**config.mk**
```make
export PLATFORM = sky130hd
export DESIGN_NAME = spi_burst_memory
export DESIGN_NICKNAME = d
export VERILOG_FILES = /design/src/rtl/spi_burst_memory_pkg.sv /design/src/rtl/spi_input_conditioner.sv /design/src/rtl/spi_burst_memory.sv
export SDC_FILE = /design/constraint.sdc
export NUM_CORES = 2
export LEC_CHECK = 0
export BUFFER_PORTS_ARGS = -buffer_cell sky130_fd_sc_hd__buf_2
export CAP_MARGIN = 5
export CORE_ASPECT_RATIO = 0.5
export CORE_MARGIN = 5
export CORE_UTILIZATION = 55
export DETAILED_ROUTE_END_ITERATION = 7
export GPL_ROUTABILITY_DRIVEN = 0
export PLACE_DENSITY = 0.73
export SLEW_MARGIN = 20
export SYNTH_ARGS = -nofsm -noshare
export SYNTH_HDL_FRONTEND = slang
export SYNTH_SLANG_ARGS = --single-unit
```
**constraint.sdc**
```tcl
create_clock -name clk -period 3.75 [get_ports clk]
set_input_delay 0.375 -clock clk [delete_from_list [all_inputs] [get_ports clk]]
set_output_delay 0.375 -clock clk [all_outputs]
set_load 0.01 [all_outputs]
```
**src/rtl/spi_burst_memory_pkg.sv**
```systemverilog
// Shared definitions for the SPI burst memory: FSM state encoding and
// the polarity of the read/write bit that follows the address field.
package spi_burst_memory_pkg;

   typedef enum logic [3:0] {
      S_IDLE = 4'd0,
      S_CMD  = 4'd1,
      S_RD   = 4'd2,
      S_WR   = 4'd3
   } state_t;

   // Value of the R/W bit that selects a read burst.
   localparam logic RW_READ = 1'b1;

endpackage

```
**src/rtl/spi_input_conditioner.sv**
```systemverilog
// Brings one raw, asynchronous pad input into the clk domain through a
// two-flop synchroniser and produces single-cycle rise/fall pulses.
// RST_VAL sets the level the chain assumes while in reset, so that the
// first real sample after reset does not produce a spurious edge.
module spi_input_conditioner #(
   parameter logic RST_VAL = 1'b0
) (
   input  logic clk,
   input  logic rst_n,
   input  logic pin,
   output logic level,
   output logic rise,
   output logic fall
);

   logic sync1;
   logic sync2;
   logic prev;

   // Synchroniser stages plus one delayed copy for edge detection.
   // NOTE: non-blocking assignments let every stage capture the previous
   // stage's old value, which is what makes this a shift chain.
   always_ff @(posedge clk or negedge rst_n) begin
      if (!rst_n) begin
         sync1 <= RST_VAL;
         sync2 <= RST_VAL;
         prev  <= RST_VAL;
      end else begin
         sync1 <= pin;
         sync2 <= sync1;
         prev  <= sync2;
      end
   end

   assign level = sync2;
   assign rise  = sync2 & ~prev;
   assign fall  = ~sync2 & prev;

endmodule

```
**src/rtl/spi_burst_memory.sv**
```systemverilog
// SPI-slave register memory with burst access. A frame is ADDR_W address
// bits, one R/W bit, then any number of DATA_W-bit words; the address
// auto-increments (mod DEPTH) after every complete word. SCLK is
// oversampled by clk, so clk must run at least 8x faster than SCLK.
module spi_burst_memory #(
   parameter int ADDR_W = 7,
   parameter int DATA_W = 8,
   parameter int CPOL   = 0,
   parameter int CPHA   = 0
) (
   input  logic              clk,
   input  logic              rst_n,
   input  logic              sclk_pin,
   input  logic              cs_pin,
   input  logic              mosi_pin,
   input  logic              fault_en,
   output logic              miso,
   output logic              miso_oe,
   output logic [DATA_W-1:0] last_word,
   output logic [3:0]        state
);

   import spi_burst_memory_pkg::*;

   localparam int DEPTH = 2 ** ADDR_W;
   localparam int MAX_W = (ADDR_W > DATA_W) ? ADDR_W : DATA_W;
   localparam int CNT_W = $clog2(MAX_W + 1);

   logic sclk_lvl, sclk_rise, sclk_fall;
   logic cs_lvl, cs_rise, cs_fall;
   logic mosi_lvl, mosi_rise, mosi_fall;

   // SCLK idles at CPOL, so the chain starts there and reset produces no edge.
   spi_input_conditioner #(.RST_VAL(CPOL != 0)) u_sclk (
      .clk   (clk),
      .rst_n (rst_n),
      .pin   (sclk_pin),
      .level (sclk_lvl),
      .rise  (sclk_rise),
      .fall  (sclk_fall)
   );

   // CS starts "asserted": a frame already running at reset release then
   // yields no fall edge and is ignored until CS has been seen high.
   spi_input_conditioner #(.RST_VAL(1'b0)) u_cs (
      .clk   (clk),
      .rst_n (rst_n),
      .pin   (cs_pin),
      .level (cs_lvl),
      .rise  (cs_rise),
      .fall  (cs_fall)
   );

   spi_input_conditioner #(.RST_VAL(1'b0)) u_mosi (
      .clk   (clk),
      .rst_n (rst_n),
      .pin   (mosi_pin),
      .level (mosi_lvl),
      .rise  (mosi_rise),
      .fall  (mosi_fall)
   );

   // Levels/edges this block has no use for.
   logic unused_cond;
   assign unused_cond = ^{sclk_lvl, cs_lvl, mosi_rise, mosi_fall};

   logic lead_edge, trail_edge, sample_edge, shift_edge;

   // Map raw SCLK edges onto leading/trailing, then onto sample/shift by CPHA.
   // NOTE: every signal is assigned on every path through this block, so no
   // latch can be inferred.
   always_comb begin
      lead_edge   = (CPOL == 0) ? sclk_rise : sclk_fall;
      trail_edge  = (CPOL == 0) ? sclk_fall : sclk_rise;
      sample_edge = (CPHA == 0) ? lead_edge : trail_edge;
      shift_edge  = (CPHA == 0) ? trail_edge : lead_edge;
   end

   state_t              state_q;
   logic [CNT_W-1:0]    bit_cnt;
   logic [ADDR_W-1:0]   addr;
   logic [DATA_W-1:0]   rd_sr;
   logic [DATA_W-1:0]   rd_word;
   logic [DATA_W-1:0]   wr_sr;
   logic [DATA_W-1:0]   mem [DEPTH];

   logic [ADDR_W-1:0]   addr_next;
   logic [DATA_W-1:0]   wr_word;
   logic                word_done;
   logic                wr_fire;

   assign addr_next = addr + ADDR_W'(1);
   assign wr_word   = {wr_sr[DATA_W-2:0], mosi_lvl};
   assign word_done = (bit_cnt == CNT_W'(DATA_W - 1));
   assign wr_fire   = (state_q == S_WR) && sample_edge && !cs_rise && word_done && !fault_en;
   assign state     = state_q;

   // Frame FSM with counters, shift registers and registered pad outputs.
   always_ff @(posedge clk or negedge rst_n) begin
      if (!rst_n) begin
         state_q   <= S_IDLE;
         bit_cnt   <= '0;
         addr      <= '0;
         rd_sr     <= '0;
         rd_word   <= '0;
         wr_sr     <= '0;
         miso      <= 1'b0;
         miso_oe   <= 1'b0;
         last_word <= '0;
      end else if (cs_rise) begin
         // Deselect wins over any coincident SCLK edge; a partial word is dropped.
         state_q <= S_IDLE;
         bit_cnt <= '0;
         miso    <= 1'b0;
         miso_oe <= 1'b0;
      end else begin
         case (state_q)
            S_IDLE: begin
               miso <= 1'b0;
               if (cs_fall) begin
                  state_q <= S_CMD;
                  bit_cnt <= '0;
                  addr    <= '0;
                  miso_oe <= 1'b1;
               end
            end
            S_CMD: begin
               if (sample_edge) begin
                  if (bit_cnt == CNT_W'(ADDR_W)) begin
                     bit_cnt <= '0;
                     if (mosi_lvl == RW_READ) begin
                        state_q <= S_RD;
                        rd_sr   <= mem[addr];
                        rd_word <= mem[addr];
                     end else begin
                        state_q <= S_WR;
                     end
                  end else begin
                     addr    <= {addr[ADDR_W-2:0], mosi_lvl};
                     bit_cnt <= bit_cnt + CNT_W'(1);
                  end
               end
            end
            S_RD: begin
               if (shift_edge) begin
                  miso <= rd_sr[DATA_W-1];
                  if (word_done) begin
                     last_word <= rd_word;
                     addr      <= addr_next;
                     rd_sr     <= mem[addr_next];
                     rd_word   <= mem[addr_next];
                     bit_cnt   <= '0;
                  end else begin
                     rd_sr   <= rd_sr << 1;
                     bit_cnt <= bit_cnt + CNT_W'(1);
                  end
               end
            end
            S_WR: begin
               if (sample_edge) begin
                  wr_sr <= wr_word;
                  if (word_done) begin
                     last_word <= wr_word;
                     addr      <= addr_next;
                     bit_cnt   <= '0;
                  end else begin
                     bit_cnt <= bit_cnt + CNT_W'(1);
                  end
               end
            end
            default: state_q <= S_IDLE;
         endcase
      end
   end

   // Single write port into the register array.
   // NOTE: the array has no reset; clearing it would turn it into DEPTH*DATA_W
   // resettable flops instead of a plain memory.
   always_ff @(posedge clk) begin
      if (wr_fire) begin
         mem[addr] <= wr_word;
      end
   end

endmodule

```
==> qor.yml <==
run_status:
  outcome: "finished with violations"
  violations: "design-rule violations, negative setup slack"
cts:
  clock_sinks: 1078
  cts_max_level: 3
  clockBufferDepth: 3
  root_buffer: "clkbuf_16"
  path_clk_slew_ns: 0.07
  clk_latency_ns: 0.72
  tritoncts: "done"
  numCtsBuffers: 95
sta:
  relSlewSlack_pct: 14.8
  period_needed_ns: 3.86
  timing.final.crit_share_pct: 103
  timing.fmax_ghz: 0.259
  rsz0062_at_grt: "false"
  hold_violations: 0
  tightest_slew_ns: 1.27
  setup_viol: 4
  clock_skew_ns: 0.0328
  setup_slack_ns: -0.109
  holdWs_ns: 0.327
  timing.final.max_slew_violations: 0
drt:
  vias: 35900
  drc: 21
  drt_wl_total_mm: 182
  wl_per_cell_um: 38.4
  via_per_inst: 7.59
  drtAntennaViolNets: 0
  drt_iter0_drc: 7106
  firstDrtPassIters: 8
global_routing:
  grt_usage_pct: 36.6
  grt_pass1_vias: 34400
  grt_max_degree: 92
  grt_pass1_wl_mm: 257
  grt_overflow: 0
  antenna_found_initial: 11
power_and_ir_drop:
  ir_worst_vdd_uv: 546
  switching_share_pct: 36.3
  switching_power_w: 0.0135
  p_comb_share_pct: 36.7
  sequentialPowerShare_pct: 35.6
  p_per_area_nw_per_um2: 629
  p_int_w: 0.0236
  power.share.clock_pct: 27.7
  p_leak_nw: 17.5
die:
  num_rows: 79
  start_util_pct: 55.2
  die_w_um: 441
  boundaryPins: 20
  dieArea_um2: 99500
  die_h_um: 226
  coreArea_um2: 92600
finish:
  final_cell_mix: "edfxtp_1, mux4_2, buf_4"
  design.final.nets: 3392
  fillers: 6281
  fin_area_um2: 59000
  layout-drive-gt1-share_pct: 33.0
  layout_commonest_cell: "edfxtp_1"
  area_growth_pct: 15.3
  utilization_pct: 63.7
logic_synthesis:
  yosysSeqAreaShare_pct: 62.8
  synth_cell_types: 82
  postSynthAreaPerCell_um2: 16.6
  yosys-top-cells-area: "edfxtp_1, mux4_2, dfrtp_1"
  synth_cells: 3073
  yosysTopAreaCellShare_pct: 60.1
  async_reset_ff_share_pct: 5.01
  synth_top_cell_by_area: "edfxtp_1"
  synthFlopType: "edfxtp_1"
  ys_ff_latch: 1078
  yosys_warnings: 0
  synth_enable_flop_cells: 1024
  netlist_area_um2: 51100
placed_design:
  io_buffers: 17
  hpwl_mm: 124
  place_area_um2: 55600
hold_path:
  holdCritPathClass: "primary input to register"
job:
  cap_violations: 0
critical_path:
  cp.arrival_ns: 4.45
  path_max_fanout: 5
  rrSetupSlack_ns: -0.11
  required_ns: 4.34
  cp-start-kind: "register"
  path_class: "register to register"
  end_kind: "register"
[registers in the layout, indices dropped and copies added, names as in the netlist]
name	cells
bit_cnt	4
u_sclk.sync1	1
rd_word	8
miso_oe	1
wr_sr	7
last_word	8
u_cs.sync1	1
state	2
u_sclk.level	1
u_cs.level	1
u_mosi.sync1	1
u_cs.prev	1
rd_sr	8
mem	1024
u_sclk.prev	1
addr	7
miso	1
u_mosi.level	1
[synth_stat cells, types with 8 or more instances]
cell type,count
buf_4,44
o22ai_1,31
o2bb2ai_1,11
mux4_2,389
o221ai_1,10
o2111ai_1,11
nor2_1,215
edfxtp_1,1024
a221o_1,29
or2_2,8
a32oi_1,20
nand3_1,68
a22oi_1,56
a221oi_1,98
buf_6,16
nand2_1,225
a22o_1,10
dfrtp_1,54
mux2i_1,128
a31oi_1,17
mux2_2,86
buf_2,79
nand4_1,22
a21oi_1,50
buf_1,16
o211ai_1,9
inv_1,12
nand2b_1,14
nor2b_1,18
clkbuf_1,100
o21ai_0,52
nor3_1,19
[worst paths after layout]
check	cells after the start	to	from
setup reg to reg	10	rd_sr[5]	bit_cnt[0]
hold / removal	2	u_cs.sync1	cs_pin
min in group asynchronous	2	addr[2]	rst_n
max in group asynchronous	3	rd_word[1]	rst_n
hold reg to reg	0	u_mosi.level	u_mosi.sync1
setup / recovery	10	rd_sr[5]	bit_cnt[0]
[per-stage QoR]
| step | std cells | TNS [ns] | setup WS, ns | total power (W) |
|---|---|---|---|---|
| global route | 4719 | 0 | 0.0772 | 0.0375 |
| floorplan | 3074 | 0 | 0.622 | 0.0204 |
| CTS | 4712 | 0 | 0.00850 | 0.0361 |
| detailed placement | 4529 | -0.177 | -0.158 | 0.0260 |
| global placement | 4529 | -0.0312 | -0.0312 | 0.0259 |
| finish | 4729 | -0.250 | -0.109 | 0.0371 |
[cells by family (layout without fill, tap and decap cells)]
logic type / count (synthesis) / in the layout / share of synthesized area (%)
flops: 1078 / 1078 / 62.8
buf+inv: 269 / 659 / 2.73
xor+xnor: 10 / 10 / 0.186
compound gates: 473 / 473 / 7.09
other cells: 1 / 12 / 0.00733
mux: 607 / 607 / 21.6
simple gates: 631 / 631 / 5.50
fa+ha+maj: 4 / 4 / 0.0979
[critical path, stage by stage (launching register included)]
cell	delay [ns]
dfrtp_1	0.40
ha_1	0.24
nand3b_1	0.15
buf_4	0.23
nor2_1	0.38
a21boi_0	0.77
inv_1	0.51
a31oi_1	0.41
o21ai_0	0.29
nor3_1	0.27
nor3_1	0.10
[routing by layer]
| metal | global-route usage, % | part of all wire [%] | vias to the layer above |
|---|---|---|---|
| met5 | 0.901 | 0.26 | - |
| met4 | 15.0 | 5.8 | 18 |
| met3 | 21.2 | 20 | 767 |
| met2 | 50.1 | 41 | 3726 |
| met1 | 47.8 | 33 | 18000 |
| li1 | - | - | 13400 |
[layout make-up]
cell class | count | area, um^2 | area share [%]
Inverter | 14 | 53.8 | 0.0912
Timing Repair Buffer | 466 | 4160 | 7.05
Antenna cell | 10 | 25.0 | 0.0424
Sequential cell | 1078 | 32100 | 54.5
Tap cell | 1255 | 1570 | 2.66
Multi-Input combinational cell | 1727 | 17800 | 30.2
Clock buffer | 123 | 2640 | 4.48
Clock inverter | 56 | 559 | 0.949
[what timing repair did]
action / in CTS / in global routing
hold endpoints to repair: 43 / 0
endpoints found under the setup margin: 2 / 13
resized for setup: 1 / 9
setup buffers: 0 / 7
hold buffers: 4 / 0
[power groups by stage]
stage	Combinational, W	Clock (W)	Sequential, W
5_1_grt	0.0135	0.0108	0.0132
2_1_floorplan	0.00710	0	0.0133
4_1_cts	0.0126	0.0102	0.0132
3_5_place_dp	0.0126	0	0.0135
6_report	0.0136	0.0103	0.0132
3_3_place_gp	0.0124	0	0.0135
Power figures use the tool's default switching activity.
